--- config.mk ---
export PLATFORM = sky130hd
export DESIGN_NAME = keypad_scanner
export DESIGN_NICKNAME = d
export VERILOG_FILES = /design/src/rtl/keypad_scanner.sv
export SDC_FILE = /design/constraint.sdc
export NUM_CORES = 1
export LEC_CHECK = 0
export CORE_UTILIZATION = 55
export DETAILED_ROUTE_END_ITERATION = 10
export PLACE_DENSITY = 0.85
export SLEW_MARGIN = 15
export SYNTH_ARGS = -nofsm -noshare
export SYNTH_HDL_FRONTEND = slang
export SYNTH_SLANG_ARGS = --single-unit
--- constraint.sdc ---
create_clock -name clk -period 4.7 [get_ports clk]
set_input_delay 0.705 -clock clk [delete_from_list [all_inputs] [get_ports clk]]
set_output_delay 0.705 -clock clk [all_outputs]
set_load 0.02 [all_outputs]
--- src/rtl/keypad_scanner.sv ---
// keypad_scanner: scans a ROWS x COLS key matrix, debounces whole frames and hands out one key code per press
module keypad_scanner #(
    parameter int ROWS     = 4,
    parameter int COLS     = 4,
    parameter int SCAN_DIV = 1000,
    parameter int DEBOUNCE = 4,
    localparam int CW      = (ROWS * COLS > 1) ? $clog2(ROWS * COLS) : 1
) (
    input  logic            clk,
    input  logic            rst,
    input  logic [ROWS-1:0] row,
    output logic [COLS-1:0] col,
    output logic [CW-1:0]   key_code,
    output logic            key_valid,
    input  logic            key_ack,
    output logic            key_held,
    output logic            multi,
    output logic            overrun
);
    localparam int RW = (ROWS > 1) ? $clog2(ROWS) : 1;
    localparam int DW = $clog2(SCAN_DIV);
    localparam int IW = $clog2(COLS);
    localparam int BW = $clog2(DEBOUNCE + 1);

    typedef enum logic [1:0] {S_IDLE, S_DOWN, S_MULTI} state_t;

    state_t          state;
    logic [ROWS-1:0] row_s1, row_s2;
    logic [DW-1:0]   dwell;
    logic [IW-1:0]   cidx, cidx_nxt;
    logic            sample, close;
    logic [1:0]      s_cnt, f_cnt, n_cnt;
    logic [2:0]      sum;
    logic [RW-1:0]   s_row;
    logic [CW-1:0]   s_idx, f_idx, n_idx;
    logic [1:0]      cls, p_cls, a_cls, acc_cls;
    logic [CW-1:0]   idx, p_idx, a_idx, acc_idx;
    logic [BW-1:0]   db_cnt, db_nxt;
    logic            same, accept, acc_stb, press;

    // two-flop synchroniser; idle rows read as released
    always_ff @(posedge clk or negedge rst) begin
        if (!rst) begin
            row_s1 <= '1;
            row_s2 <= '1;
        end else begin
            row_s1 <= row;
            row_s2 <= row_s1;
        end
    end

    // pressed-key tally for the current column and its lowest row; frame classes are 0 none, 1 single, 2 multi
    always_comb begin
        s_cnt = '0;
        s_row = '0;
        for (int r = ROWS - 1; r >= 0; r--) begin
            if (!row_s2[r]) begin
                s_cnt = (s_cnt == 2'd2) ? 2'd2 : s_cnt + 2'd1;
                s_row = RW'(r);
            end
        end
    end

    assign sample   = dwell == DW'(SCAN_DIV - 1);
    assign close    = sample && cidx == IW'(COLS - 1);
    assign cidx_nxt = (cidx == IW'(COLS - 1)) ? '0 : cidx + 1'b1;
    assign s_idx    = CW'(int'(cidx) * ROWS + int'(s_row));
    assign sum      = {1'b0, f_cnt} + {1'b0, s_cnt};
    assign n_cnt    = (sum >= 3'd2) ? 2'd2 : sum[1:0];
    assign n_idx    = (f_cnt != 2'd0) ? f_idx : s_idx;
    assign cls      = n_cnt;
    assign idx      = (n_cnt == 2'd1) ? n_idx : '0;
    assign same     = cls == p_cls && idx == p_idx;
    assign db_nxt   = same ? ((db_cnt == BW'(DEBOUNCE)) ? db_cnt : db_cnt + 1'b1) : BW'(1);
    assign accept   = db_nxt == BW'(DEBOUNCE) && (cls != a_cls || idx != a_idx);
    assign press    = acc_stb && acc_cls == 2'd1 && (state != S_DOWN || acc_idx != key_code);

    // column dwell timer and one-cold strobe generation
    always_ff @(posedge clk or negedge rst) begin
        if (!rst) begin
            dwell <= '0;
            cidx  <= '0;
            col   <= ~COLS'(1);
        end else if (sample) begin
            dwell <= '0;
            cidx  <= cidx_nxt;
            col   <= ~(COLS'(1) << cidx_nxt);
        end else begin
            dwell <= dwell + 1'b1;
        end
    end

    // frame accumulator, emptied when the last column's sample closes the frame
    always_ff @(posedge clk or negedge rst) begin
        if (!rst) begin
            f_cnt <= '0;
            f_idx <= '0;
        end else if (sample) begin
            f_cnt <= close ? '0 : n_cnt;
            f_idx <= close ? '0 : n_idx;
        end
    end

    // frame debounce: count identical closed frames and accept a change once stable long enough
    always_ff @(posedge clk or negedge rst) begin
        if (!rst) begin
            db_cnt  <= '0;
            p_cls   <= '0;
            p_idx   <= '0;
            a_cls   <= '0;
            a_idx   <= '0;
            acc_stb <= 1'b0;
            acc_cls <= '0;
            acc_idx <= '0;
        end else begin
            acc_stb <= close && accept;
            if (close) begin
                db_cnt  <= db_nxt;
                p_cls   <= cls;
                p_idx   <= idx;
                acc_cls <= cls;
                acc_idx <= idx;
            end
            if (close && accept) begin
                a_cls <= cls;
                a_idx <= idx;
            end
        end
    end

    // key state machine and valid/ack handshake; a new press beats a simultaneous ack
    always_ff @(posedge clk or negedge rst) begin
        if (!rst) begin
            state     <= S_IDLE;
            key_code  <= '0;
            key_valid <= 1'b0;
            key_held  <= 1'b0;
            multi     <= 1'b0;
            overrun   <= 1'b0;
        end else if (press) begin
            state     <= S_DOWN;
            key_code  <= acc_idx;
            key_held  <= 1'b1;
            multi     <= 1'b0;
            key_valid <= 1'b1;
            overrun   <= key_valid && !key_ack;
        end else begin
            if (acc_stb) begin
                state    <= (acc_cls == 2'd2) ? S_MULTI : S_IDLE;
                key_held <= 1'b0;
                multi    <= acc_cls == 2'd2;
            end
            if (key_valid && key_ack) begin
                key_valid <= 1'b0;
                overrun   <= 1'b0;
            end
        end
    end
endmodule

==> key figures, run 1 <==
Worst setup path
  • Worst path slowest cell: dfstp_2
  • Largest stage delay, worst path: 570 ps
  • CP required: 4900 ps
  • Cell family with most CP delay: adder cells
  • Critical path type: reg2reg
  • CP most frequent cell: ha_1
  • Number of buffers and inverters on the critical path: 2
  • Critical path depth in cells: 16
  • Critical Path Start Type: register
  • Crit path max fanout: 12
  • CP Data Arrival Time: 4420 ps
  • Worst R2R Path Depth: 16
  • CP Cell Sequence: inv_1, ha_1, mux2i_1, ha_1, nor2_1, a21oi_1, ha_1, inv_1, fa_1, nand3_2, a2111oi_0, mux2i_1, o311a_1, o21ba_4, and3b_1, mux2_4
  • R2R setup slack: 480 ps
  • Nature of the critical path endpoint: register

Timing
  • Slew headroom: 55.31%
  • Setup slack after layout: 481.1 ps
  • Setup Skew: 9.908 ps
  • Crit path time final: 4219 ps
  • Fin. max-slew vios: 0
  • F_max: 237.0 MHz
  • Hold Vio Cnt, Final: 0
  • Period utilization: 89.76%
  • Final setup violation count: 0
  • RSZ-0062 raised after global routing: no
  • Fin Setup TNS: 0 ps
  • Worst-margin pin slew: 670.3 ps
  • Hold_ws: 359.9 ps

Logic synthesis
  • Post-synthesis sequential area ratio: 47.73%
  • Post-synth top area share: 37.62%
  • Cell variety after synth: 54
  • Number of flops mapped to enable cells by yosys: 0
  • Cell taking the most area after synthesis: dfrtp_1
  • Yosys reg bits: 54
  • Ys Warns: 0
  • Mapped Nets: 291
  • Ys async rst share: 100.0%
  • Synthesized instance count: 269
  • Top_reg_cell synth: dfrtp_1
  • Cell Area, Synth: 0.002860 mm^2
  • Synth Area per Inst: 10.63 um^2
  • Top post-synthesis cells by area: dfrtp_1 38%, dfstp_2 10%, ha_1 6.1%

Power
  • PwrDens: 262.7 mW/mm^2
  • Worst vdd ir: 0.0001955 V
  • Leak pwr: 1.393 nW

Cells and area
  • Final Net Count: 310
  • Sequential cell area: 0.001365 mm^2
  • Share of cells above drive strength 1: 14.88%
  • Most common cell after layout, fill and taps aside: dfrtp_1
  • Post-route cell area: 0.003204 mm^2
  • Most frequent cells in the layout: 43 x dfrtp_1, 23 x nand2_1, 20 x o21ai_0
  • Fillers: 358
  • Post-route insts no fill: 356
  • Multi-input gate area: 0.001400 mm^2
  • Area Overhead vs Synth: 12.03%
  • Ant. Diodes: 0

Die
  • I/O pin count: 19
  • # rows: 25
  • Core Area: 0.004848 mm^2
  • Die area: 0.005493 mm^2
  • Die width: 74.12 um
  • Die Height: 74.12 um
  • Starting Density: 58.99%

Detailed routing
  • DRC: 0
  • Vias: 2000
  • Antenna Nets Post-Route: 0
  • Drt pass-1 iters: 4
  • WL/cell: 14.84 um
  • 1st-iter DRT viols: 132
  • Vias/cell: 5.618
  • Final wirelength: 5.283 mm

Placement
  • Placed Cells: 348
  • Placed inst area: 0.003095 mm^2
  • Buffers on Ports: 18
  • Pre-CTS setup slack: 485.7 ps
  • HPWL Detailed: 3.824 mm
  • RD Place Congestion: 0.8512

CTS
  • Hold buffers post-CTS: 0
  • H-tree depth: 2
  • Clk root buf: clkbuf_8
  • CTS Sinks: 54
  • CTS Buffer Depth: 2
  • Clock slew seen by the registers of the worst setup and hold paths: 90 ps
  • Worst skew pair latency: 310 ps
  • CTS buffer count: 5
  • Post_cts resized: 0
  • TritonCTS clock tree: done
  • Post-CTS Setup Bufs: 0

Global route
  • Vias in the first global route: 1943
  • Largest net degree at the start of global routing: 55
  • Gr ovfl total: 0
  • All-Layer GR Usage: 21.65%
  • Initial antenna violation count: 0
  • First-pass GRT wire length: 8.935 mm

Run status
  • Status: complete, no violations

Min path
  • Hold path depth: 0
  • Min-Delay Path Class: reg2reg

Job
  • Max Cap Violations: 0
==> synth_stat cells (2+ instances only) <==
cell type and instances:
a2111oi_0 2, a21oi_1 7, a31oi_1 2, and2_1 3
and3_1 3, clkbuf_1 6, dfrtp_1 43, dfstp_2 11
ha_1 14, inv_1 15, mux2_2 8, mux2_4 5
mux2i_1 6, mux2i_2 2, nand2_1 23, nand2b_1 3
nand3_1 6, nand3b_1 4, nand4_1 2, nand4b_1 3
nor2_1 19, nor2b_1 4, nor3_1 7, nor3b_1 2
nor4_1 3, nor4b_1 2, o21ai_0 20, o31ai_1 7
xnor2_1 7, xor2_1 6
==> metal layers <==
metal,track usage [%],share of wire [%],vias to the layer above
met5,0,0,-
met4,6.624,1.3,0
met3,4.201,3.2,7
met2,35.96,50,30
met1,28.89,46,974
li1,-,-,989
==> layout make-up <==
| type | instances | area share, % |
|---|---|---|
| clock inverters | 3 | 1.250 |
| repair buffers | 20 | 5.935 |
| flip-flops and latches | 54 | 42.60 |
| clock buffers | 5 | 2.148 |
| well taps | 67 | 2.616 |
| multi-input cells | 192 | 43.69 |
| inverters | 15 | 1.757 |
==> final timing paths <==
kind / end / startpoint
min in group asynchronous: key_code[0]$_DFFE_PN0P_ / rst
min: row_s2[1]$_DFF_PN1_ / row_s1[1]$_DFF_PN1_
max in group asynchronous: dwell[1]$_DFF_PN0_ / rst
max reg2reg: a_idx[3]$_DFFE_PN0P_ / row_s2[2]$_DFF_PN1_
min reg2reg: row_s2[1]$_DFF_PN1_ / row_s1[1]$_DFF_PN1_
max: a_idx[3]$_DFFE_PN0P_ / row_s2[2]$_DFF_PN1_
==> power by group <==
group          leakage [nW]  internal [mW]  total, mW  switching [mW]
clock network        0.0579          0.157      0.304           0.147
logic                 0.634         0.0240     0.0628          0.0388
registers             0.700          0.471      0.475         0.00324
==> flip-flops by register name (all words and copies together), names as in the netlist, 3 cells and up <==
signal	cells
dwell	10
row_s2	4
f_idx	4
acc_idx	4
db_cnt	3
key_code	4
col	4
a_idx	4
row_s1	4
==> stage by stage <==
stage,util (%),power (mW)
finish,66.09,0.8417
global route,66.09,0.8698
CTS,66.09,0.8462
detailed placement,63.85,0.5464
global placement,63.85,0.5439
floorplan,-,0.5218
==> kinds of logic (layout without fill, tap and decap cells) <==
| group | after synthesis | in the layout | share of synthesized area, % |
|---|---|---|---|
| DFF | 54 | 54 | 47.73 |
| muxes | 21 | 21 | 8.837 |
| buffers and inverters | 23 | 43 | 3.324 |
| AOI/OAI and AO/OA | 50 | 50 | 11.55 |
| adders and majority gates | 15 | 15 | 6.824 |
| xor gates and xnor gates | 13 | 13 | 3.981 |
| and+or+nand+nor | 93 | 93 | 17.76 |
==> worst register-to-register path: stages (launching register included) <==
cell	delay, ps
dfstp_2	570
inv_1	50
ha_1	280
mux2i_1	190
ha_1	180
nor2_1	40
a21oi_1	120
ha_1	160
inv_1	50
fa_1	550
nand3_2	240
a2111oi_0	410
mux2i_1	140
o311a_1	160
o21ba_4	260
and3b_1	390
mux2_4	340
(Power assumes the default switching activity.)
==> run 2, diff against run 1 <==
- CORE_UTILIZATION: 55 -> 45
- PLACE_DENSITY: 0.85 -> 0.76
- clock period: 4.7 -> 3.55 ns (I/O delays scaled with it)
==> run 2 against run 1 <==
The flow now finishes with violations (setup timing). First-iteration DRC count is 22% lower. Register-to-register slack worse by 780 ps. Clock-buffer cell count stayed put. Sequential power is 32% higher. Hold slack worse by 170 ps. Sequential share of layout area is 4.2 points lower. Power is 41% higher.
==> key figures, run 2 (synthesis results as in run 1) <==
Power
  • Worst vdd ir: 0.0002246 V (was 0.0001955 V)
  • Sw frac: 23.51% (was 22.50%)
  • Internal power: 907.1 uW (was 652.4 uW)
  • Leak pwr: 1.499 nW (was 1.393 nW)
  • PwrDens: 333.9 mW/mm^2 (was 262.7 mW/mm^2)
  • Power share of the sequential group: 53.0% (was 56.4%)
  • Clk pwr share: 34.6% (was 36.2%)
  • Combinational share of power: 12.4% (was 7.5%)
  • P_sw: 278.8 uW (was 189.4 uW)
  • Final Power: 1.186 mW (was 841.7 uW)

Timing
  • Fin Setup TNS: -1710 ps (was 0 ps)
  • Setup slack after layout: -302.2 ps (was 481.1 ps)
  • RSZ-0062 raised after global routing: yes (was no)
  • F_max: 259.6 MHz (was 237.0 MHz)
  • Crit path time final: 3852 ps (was 4219 ps)
  • Worst-margin pin slew: 665.9 ps (was 670.3 ps)
  • Final setup violation count: 7 (was 0)
  • Fin. max-slew vios: 0 (unchanged)
  • Period utilization: 108.5% (was 89.76%)
  • Hold Vio Cnt, Final: 0 (unchanged)
  • Slew headroom: 55.48% (was 55.31%)
  • Setup Skew: 10.81 ps (was 9.908 ps)

CTS
  • CTS buffer count: 5 (unchanged)
  • CTS Buffer Depth: 2 (unchanged)
  • CTS Sinks: 54 (unchanged)
  • Clock slew seen by the registers of the worst setup and hold paths: 90 ps (about the same)
  • Clk root buf: clkbuf_8 (unchanged)
  • H-tree depth: 2 (unchanged)
  • TritonCTS clock tree: done (unchanged)
  • Worst skew pair latency: 310 ps (about the same)

Worst setup path
  • Critical path type: reg2reg (unchanged)
  • Worst R2R Path Depth: 14 (was 16)
  • CP Data Arrival Time: 4050 ps (was 4420 ps)
  • Crit path max fanout: 7 (was 12)
  • Crit path from: row_s2[2]$_DFF_PN1_ (unchanged)
  • Setup crit end: a_cls[0]$_DFFE_PN0P_ (was a_idx[3]$_DFFE_PN0P_)
  • CP required: 3750 ps (was 4900 ps)
  • R2R setup slack: -300 ps (was 480 ps)
  • Critical Path Start Type: register (unchanged)
  • Reg2reg start: row_s2[2]$_DFF_PN1_ (unchanged)
  • FF-to-FF End: a_cls[0]$_DFFE_PN0P_ (was a_idx[3]$_DFFE_PN0P_)
  • Nature of the critical path endpoint: register (unchanged)

Cells and area
  • Max FFs per register: 10 (unchanged)
  • Most common cell after layout, fill and taps aside: dfrtp_1 (unchanged)
  • Most frequent cells in the layout: 43 x dfrtp_1, 22 x nand2_1, 19 x nor2_1 (was 43 x dfrtp_1, 23 x nand2_1, 20 x o21ai_0)
  • Ant. Diodes: 0 (unchanged)
  • Area Overhead vs Synth: 24.19% (was 12.03%)
  • Final Net Count: 331 (was 310)
  • Post-route cell area: 0.003552 mm^2 (was 0.003204 mm^2)
  • Largest Register: dwell (unchanged)
  • Share of cells above drive strength 1: 28.39% (was 14.88%)
  • Post-route insts no fill: 385 (was 356)
  • Finished Core Util: 58.95% (was 66.09%)

Detailed routing
  • Drt pass-1 iters: 4 (unchanged)
  • Antenna Nets Post-Route: 0 (unchanged)
  • Final wirelength: 5.696 mm (was 5.283 mm)
  • 1st-iter DRT viols: 103 (was 132)
  • DRC: 0 (unchanged)
  • WL/cell: 14.79 um (was 14.84 um)
  • Vias: 2072 (was 2000)
  • Vias/cell: 5.382 (was 5.618)

Global route
  • Vias in the first global route: 2066 (was 1943)
  • Most Used Layer, Global Route: met2 (unchanged)
  • Global routing met2 resource utilization: 32.31% (was 35.96%)
  • Gr ovfl total: 0 (unchanged)
  • First-pass GRT wire length: 9.528 mm (was 8.935 mm)
  • Met3 usage: 4.111% (was 4.201%)
  • Largest net degree at the start of global routing: 32 (was 55)
  • Global-route met1 utilization: 24.16% (was 28.89%)
  • Initial antenna violation count: 0 (unchanged)
  • All-Layer GR Usage: 19.04% (was 21.65%)

Placement
  • RD Place Congestion: 0.8398 (was 0.8512)
  • Placed inst area: 0.003244 mm^2 (was 0.003095 mm^2)
  • Buffers on Ports: 18 (unchanged)
  • HPWL Detailed: 4.062 mm (was 3.824 mm)
  • Placed Cells: 373 (was 348)

Die
  • Die area: 0.006679 mm^2 (was 0.005493 mm^2)
  • I/O pin count: 19 (unchanged)
  • Core Area: 0.006026 mm^2 (was 0.004848 mm^2)
  • # rows: 28 (was 25)
  • Die Height: 81.73 um (was 74.12 um)
  • Starting Density: 47.47% (was 58.99%)
  • Die width: 81.73 um (was 74.12 um)

Run status
  • Failing checks: setup timing
  • Status: complete, but fails checks (was complete, no violations)

Job
  • Max Cap Violations: 0 (unchanged)

Min path
  • Min-Delay Path Class: in2async (was reg2reg)
-- run 2: area by class of cell --
type	count	area [um^2]
clock buffers	5	68.82
inverters	15	56.30
clock inverters	3	45.04
multi-input cells	192	1553
repair buffers	41	370.4
well taps	75	93.84
flip-flops and latches	54	1365
fillers	480	2474
-- run 2: worst min-delay path by stage --
| stage | from | endpoint | slack [ps] | cells past startpoint |
|---|---|---|---|---|
| after floorplan | rst | a_cls[0]$_DFFE_PN0P_ | 240 | 0 |
| after global placement | row_s1[1]$_DFF_PN1_ | row_s2[1]$_DFF_PN1_ | 350 | 0 |
| after detailed placement | row_s1[2]$_DFF_PN1_ | row_s2[2]$_DFF_PN1_ | 350 | 0 |
| after CTS | rst | multi$_DFFE_PN0P_ | 210 | 1 |
| after global routing | rst | a_cls[1]$_DFFE_PN0P_ | 220 | 1 |
| final | rst | a_cls[1]$_DFFE_PN0P_ | 190 | 1 |
-- run 2: per-layer routing --
metal / wire [um] / vias up
li1: - / 1030
met1: 2550 / 1003
met2: 2851 / 30
met3: 215 / 9
met4: 80 / 0
met5: 0 / -
-- run 2: worst max-delay path, cell delays in order (launching register included) --
cell and delay, ps:
dfstp_2 550, buf_6 110, ha_1 220, mux2i_4 90, ha_2 320, inv_1 40, mux2_2 270, fa_2 600
nand3_4 120, or4b_1 490, mux2i_1 150, o211ai_1 130, and3b_2 230, buf_6 130, mux2_4 290
-- run 2: power groups by stage --
| stage | logic (mW) | registers [mW] | clock network, mW |
|---|---|---|---|
| 3_5_place_dp | 0.112 | 0.639 | 0 |
| 3_3_place_gp | 0.109 | 0.639 | 0 |
| 6_report | 0.147 | 0.628 | 0.411 |
| 2_1_floorplan | 0.0557 | 0.640 | 0 |
| 4_1_cts | 0.138 | 0.628 | 0.423 |
| 5_1_grt | 0.160 | 0.629 | 0.447 |
-- run 2: timing repair --
action	4_1_cts	5_1_grt
hold buffers	0	0
hold endpoints to repair	0	0
buffers inserted	5	0
resized for setup	25	14
pin swaps	11	9
setup endpoints to repair	8	10
-- run 2: per-stage QoR --
| stage | hold WS, ps | setup WS [ps] |
|---|---|---|
| after floorplan | 236.9 | -85.00 |
| after global placement | 347.2 | -234.5 |
| after detailed placement | 347.3 | -327.6 |
| after CTS | 211.4 | -279.9 |
| after global routing | 225.0 | -415.0 |
| final | 193.0 | -302.2 |
==> run 3, diff against run 2 <==
- SKIP_LAST_GASP: not set -> 1
==> results of run 3 <==
No change in the layout: final DEF, timing and power equal those of run 2.
